===== src/rtl/regfile_wb_queue.sv =====
// Write-back queue in front of the 8x8 register file: buffers writes, drains one per cycle, forwards pending data to reads.
// Optional in-place merge of writes to an already-queued register: define WBQ_MERGE_EN.
module regfile_wb_queue #(
  parameter int DEPTH = 4,
  parameter int AW    = 3,
  parameter int DW    = 8
) (
  input  logic                     clk,
  input  logic                     rst,
  input  logic                     req_valid,
  output logic                     req_ready,
  input  logic [AW-1:0]            req_addr,
  input  logic [DW-1:0]            req_data,
  input  logic                     drain_en,
  input  logic                     flush,
  output logic                     we3,
  output logic [AW-1:0]            wa3,
  output logic [DW-1:0]            wd3,
  input  logic [AW-1:0]            ra1,
  input  logic [AW-1:0]            ra2,
  input  logic [DW-1:0]            rf_rd1,
  input  logic [DW-1:0]            rf_rd2,
  output logic [DW-1:0]            rd1,
  output logic [DW-1:0]            rd2,
  output logic [$clog2(DEPTH):0]   count,
  output logic                     empty,
  output logic                     full
);

  localparam int PW = $clog2(DEPTH);
  localparam int CW = PW + 1;

  logic [PW-1:0] r_head;
  logic [PW-1:0] r_tail;
  logic [CW-1:0] r_count;
  logic [DEPTH-1:0] r_vld;
  logic [AW-1:0] r_addr [DEPTH];
  logic [DW-1:0] r_data [DEPTH];

  logic w_empty;
  logic w_full;
  logic w_pop;
  logic w_accept;
  logic w_push;
  logic w_merge;
  logic w_mhit;
  logic [PW-1:0] w_midx;

  // Slot holding the i-th oldest entry, counted from the head.
  function automatic logic [PW-1:0] f_slot(input logic [PW-1:0] head, input int i);
    return PW'(head + PW'(i));
  endfunction

  // Walk oldest to youngest so the youngest matching entry wins.
  function automatic logic [DW-1:0] f_fwd(input logic [AW-1:0] ra, input logic [DW-1:0] rf);
    logic [DW-1:0] d;
    logic [PW-1:0] s;
    d = rf;
    for (int i = 0; i < DEPTH; i++) begin
      s = f_slot(r_head, i);
      if (r_vld[s] && (r_addr[s] == ra)) d = r_data[s];
    end
    if (ra == '0) d = '0;
    return d;
  endfunction

  assign w_empty = (r_count == '0);
  assign w_full  = (r_count == CW'(DEPTH));
  assign w_pop   = !w_empty && drain_en && !flush;

`ifdef WBQ_MERGE_EN
  // The head leaving this cycle cannot absorb a merge; a younger match still can.
  always_comb begin
    w_mhit = 1'b0;
    w_midx = '0;
    for (int i = 0; i < DEPTH; i++) begin
      if (r_vld[f_slot(r_head, i)] && (r_addr[f_slot(r_head, i)] == req_addr) &&
          !(w_pop && (f_slot(r_head, i) == r_head))) begin
        w_mhit = 1'b1;
        w_midx = f_slot(r_head, i);
      end
    end
  end
  assign req_ready = !w_full || (req_valid && w_mhit);
`else
  assign w_mhit    = 1'b0;
  assign w_midx    = '0;
  assign req_ready = !w_full;
`endif

  assign w_accept = req_valid && req_ready && !flush;
  assign w_merge  = w_accept && w_mhit;
  assign w_push   = w_accept && (req_addr != '0) && !w_mhit;

  assign we3   = w_pop;
  assign wa3   = w_empty ? '0 : r_addr[r_head];
  assign wd3   = w_empty ? '0 : r_data[r_head];
  assign rd1   = f_fwd(ra1, rf_rd1);
  assign rd2   = f_fwd(ra2, rf_rd2);
  assign count = r_count;
  assign empty = w_empty;
  assign full  = w_full;

  always_ff @(posedge clk or negedge rst) begin
    if (!rst) begin
      r_head  <= '0;
      r_tail  <= '0;
      r_count <= '0;
      r_vld   <= '0;
    end else if (flush) begin
      r_head  <= '0;
      r_tail  <= '0;
      r_count <= '0;
      r_vld   <= '0;
    end else begin
      if (w_pop) begin
        r_vld[r_head] <= 1'b0;
        r_head        <= PW'(r_head + PW'(1));
      end
      if (w_push) begin
        r_vld[r_tail] <= 1'b1;
        r_tail        <= PW'(r_tail + PW'(1));
      end
      case ({w_push, w_pop})
        2'b10:   r_count <= r_count + CW'(1);
        2'b01:   r_count <= r_count - CW'(1);
        default: r_count <= r_count;
      endcase
    end
  end

  // Payload storage carries no reset; occupancy is tracked by r_vld alone.
  always_ff @(posedge clk) begin
    if (w_push) begin
      r_addr[r_tail] <= req_addr;
      r_data[r_tail] <= req_data;
    end
    if (w_merge) r_data[w_midx] <= req_data;
  end

endmodule


===== config.mk =====
export PLATFORM = sky130hd
export DESIGN_NAME = regfile_wb_queue
export DESIGN_NICKNAME = d
export VERILOG_FILES = /design/src/rtl/regfile_wb_queue.sv
export SDC_FILE = /design/constraint.sdc
export NUM_CORES = 1
export LEC_CHECK = 0
export ABC_AREA = 0
export CAP_MARGIN = 20
export CELL_PAD_IN_SITES_DETAIL_PLACEMENT = 1
export CELL_PAD_IN_SITES_GLOBAL_PLACEMENT = 1
export CORE_MARGIN = 3
export CORE_UTILIZATION = 47
export DETAILED_ROUTE_END_ITERATION = 10
export DONT_BUFFER_PORTS = 1
export PLACE_DENSITY = 0.77
export SETUP_SLACK_MARGIN = 0.1
export SLEW_MARGIN = 20
export SYNTH_ARGS = -nofsm -noshare
export SYNTH_HDL_FRONTEND = slang
export SYNTH_SLANG_ARGS = --single-unit

===== constraint.sdc =====
create_clock -name clk -period 4.4 [get_ports clk]
set_input_delay 0.88 -clock clk [delete_from_list [all_inputs] [get_ports clk]]
set_output_delay 0.88 -clock clk [all_outputs]
set_load 0.005 [all_outputs]

==> key figures <==
Critical path
  • CP Cell Sequence: buf_6 > mux4_2 > xor2_1 > or4_1 > a211oi_1 > a211oi_1 > buf_4
  • Buffers and inverters on the worst path: 2
  • Critical Path Sink Type: output pin
  • Capturing point of the worst reg2reg path: count[2]
  • Worst-path fanout max: 29
  • Required time of the critical path: 3.52 ns
  • Reg2reg path depth: 10
  • Most frequent CP cell: a211oi_1
  • Reg2Reg Setup Slack: 1.71 ns
  • Startpoint types: flip-flop
  • Crit-path leading delay family: simple AND/OR/NAND/NOR gates
  • Setup CP Type: reg -> out
  • Slowest cell on crit path: or4_1
  • RR Startpoint: count[0]
  • Worst EP arrival: 3.28 ns
  • Max stage delay on crit path: 0.73 ns

Logic synthesis
  • Count leader, synth: mux4_2
  • Syn_nets: 434
  • Warnings from Yosys: 0
  • Cell variety after synth: 43
  • Cell Area, Synth: 4610 sq um
  • Synth area leader: edfxtp_1
  • Top cells by count, synth: 48 x mux4_2, 44 x edfxtp_1, 32 x a21oi_1
  • Post-synth EDFFs: 44
  • Area contributors post-synth: edfxtp_1 29%, mux4_2 23%, dfrtp_1 6.0%, a21oi_1 3.5%, xnor2_1 3.2%
  • Post-Syn Area per Cell: 11.9 sq um
  • Post-synth top flop: edfxtp_1
  • Post-synthesis sequential area ratio: 34.7%
  • Yosys reg bits: 55
  • Area share of the largest cell type after synthesis: 28.7%
  • Synth async-reset ratio: 20.0%
  • Gate Count Post-Synth: 387

STA
  • Fin Clk Skew: 0.00721 ns
  • FMAX: 240 MHz
  • Final slew viol count: 0
  • Setup TNS: 0 ns
  • Slew HR: 49.3%
  • Final hold violations: 0
  • Post-route clock period utilization: 94.6%
  • Tmin final: 4.16 ns
  • Setup-failing EPs final: 0
  • Setup ws final: 0.238 ns
  • RSZ-0062 raised after global routing: false
  • Worst-Margin Slew: 0.758 ns

Die
  • Standard-cell rows: 35
  • Die span in x: 105 microns
  • Starting Density: 49.1%
  • Top Ports: 72
  • Die ar.: 11000 sq um
  • Die H: 105 microns
  • Core Region: 9370 sq um

CTS
  • Worst-path clk slew: 0.10 ns
  • Post-cts sizing count: 0
  • H-tree depth: 2
  • Clk sinks: 55
  • Clock tree root driver cell: clkbuf_8
  • CTS buffer count: 5
  • TritonCTS clock tree: built
  • Setup Buffers After CTS: 0
  • CTS Buffer Depth: 2
  • Worst-Skew Late Latency: 0.31 ns
  • Hold-fix buffers, CTS: 0

Layout
  • Layout cells sized above 1: 25.8%
  • Multi-input gate area: 2870 sq um
  • Post-route cell area: 4900 sq um
  • Reg area: 1600 sq um
  • Layout Nets: 422
  • Area Overhead vs Synth: 6.49%
  • Fill count: 1003
  • Ant diodes: 0

Global route
  • Global-route wire length before repair: 20.1 mm
  • Total global-route track usage: 22.8%
  • Largest net degree at the start of global routing: 30
  • Vias in the first global route: 3646
  • Initial antenna violation count: 0
  • Global route overflow: 0

Placement
  • Area post-placement: 4760 sq um
  • Dpl hpwl: 9.83 mm
  • IO Port Bufs: 0
  • Pre-CTS WS: 0.506 ns
  • RePlAce Congestion: 0.898

Power
  • Power Dens Cells: 519 nW/um^2
  • Maximum VDD drop: 0.259 mV
  • Sw Share: 43.3%
  • Int Pwr: 1.44 mW
  • Combinational share of power: 60.5%
  • Flop pwr share: 26.3%
  • Clock group share of total power: 13.2%
  • Psw: 1.10 mW
  • LEAKAGE: 1.47 nW

Drt
  • Remaining DRCs: 0
  • Drt wl/cell: 24.9 microns
  • TritonRoute pass-1 iters: 4
  • Routed via count: 3500
  • Routed Antenna Nets: 0
  • Vias per inst: 6.93
  • DRT Wirelength: 12.6 mm
  • Initial drt markers: 221

Status
  • Status: finished, final reports clean

Min path
  • Worst Hold Class: in -> async

Run
  • Max-Cap Viols: 0
## routing by layer
metal	track usage, %	share of wire, %	vias to the layer above	wire [microns]
met1	29.6	40	1781	5040
met4	6.00	1.2	0	146
li1	-	-	1548	-
met5	0	0	-	0
met2	38.3	50	155	6280
met3	5.50	8.7	16	1090
## worst max-delay path by stage
stage	from	slack, ns	to	cells past startpoint
floorplan	r_head[0]	0.17	rd2[7]	14
global placement	r_head[0]	0.58	rd1[7]	7
detailed placement	r_head[0]	0.51	rd1[0]	7
CTS	r_head[0]	0.14	rd1[0]	7
global route	r_head[0]	0.1	rd1[7]	7
finish	r_head[0]	0.24	rd1[0]	7
## sequential cells by signal, summed over array words and instances, names as in the netlist
register / count
r_vld: 4
r_head: 2
r_addr: 12
count: 3
r_data: 32
r_tail: 2
## placed cells by master, fill, tap and decap left out, types with 10 or more instances in the layout
cell,synthesis,routed
a211oi_1,16,16
edfxtp_1,44,44
a21oi_1,32,32
buf_4,1,15
nor2b_1,21,21
mux4_2,48,48
nand2_1,16,16
dfrtp_1,11,10
nand4_1,19,19
o21ai_0,16,16
xnor2_1,17,11
nor4_1,16,16
and2_1,12,12
## kinds of logic after synthesis
kind of cell / Yosys count / synth area share, %
adders and majority gates: 9 / 2.61
and+or+nand+nor: 112 / 14.5
DFF: 55 / 34.7
buffers and inverters: 43 / 4.70
AOI/OAI and AO/OA: 91 / 14.5
xor gates and xnor gates: 26 / 4.94
muxes: 51 / 24.2
## stage by stage
stage                     instances  hold slack [ns]  power (mW)  utilization (%)
after global routing            505            0.231        2.71             52.3
after CTS                       505            0.240        2.54             52.0
after floorplan                 387            0.527        1.88                -
after global placement          497            0.566        2.15             50.7
after detailed placement        497            0.584        2.21             50.7
final                           505            0.251        2.54             52.3
## cell type report
cell class	instances	share of cell area, %
Clock inverter	3	0.969
Timing Repair Buffer	17	2.76
Multi-Input combinational cell	289	58.5
Tap cell	129	3.29
Inverter	7	0.536
Clock buffer	5	1.40
Sequential cell	55	32.6
## worst register-to-register path, cell delays in order, from the launching register on
cell and delay, ns:
dfrtp_1 0.51, nor2_1 0.07, nand2_1 0.11, inv_1 0.08
nor4b_2 0.58, buf_4 0.28, nor3_1 0.07, fa_1 0.44
nor3_1 0.21, nor3_1 0.07, o31ai_1 0.19
## power groups by stage
stage | combinational [mW] | clock [mW] | sequential [mW]
after CTS | 1.53 | 0.347 | 0.667
after floorplan | 1.22 | 0 | 0.661
after global routing | 1.68 | 0.363 | 0.676
after global placement | 1.48 | 0 | 0.672
final | 1.54 | 0.336 | 0.668
after detailed placement | 1.53 | 0 | 0.678
Power figures use the tool's default switching activity.
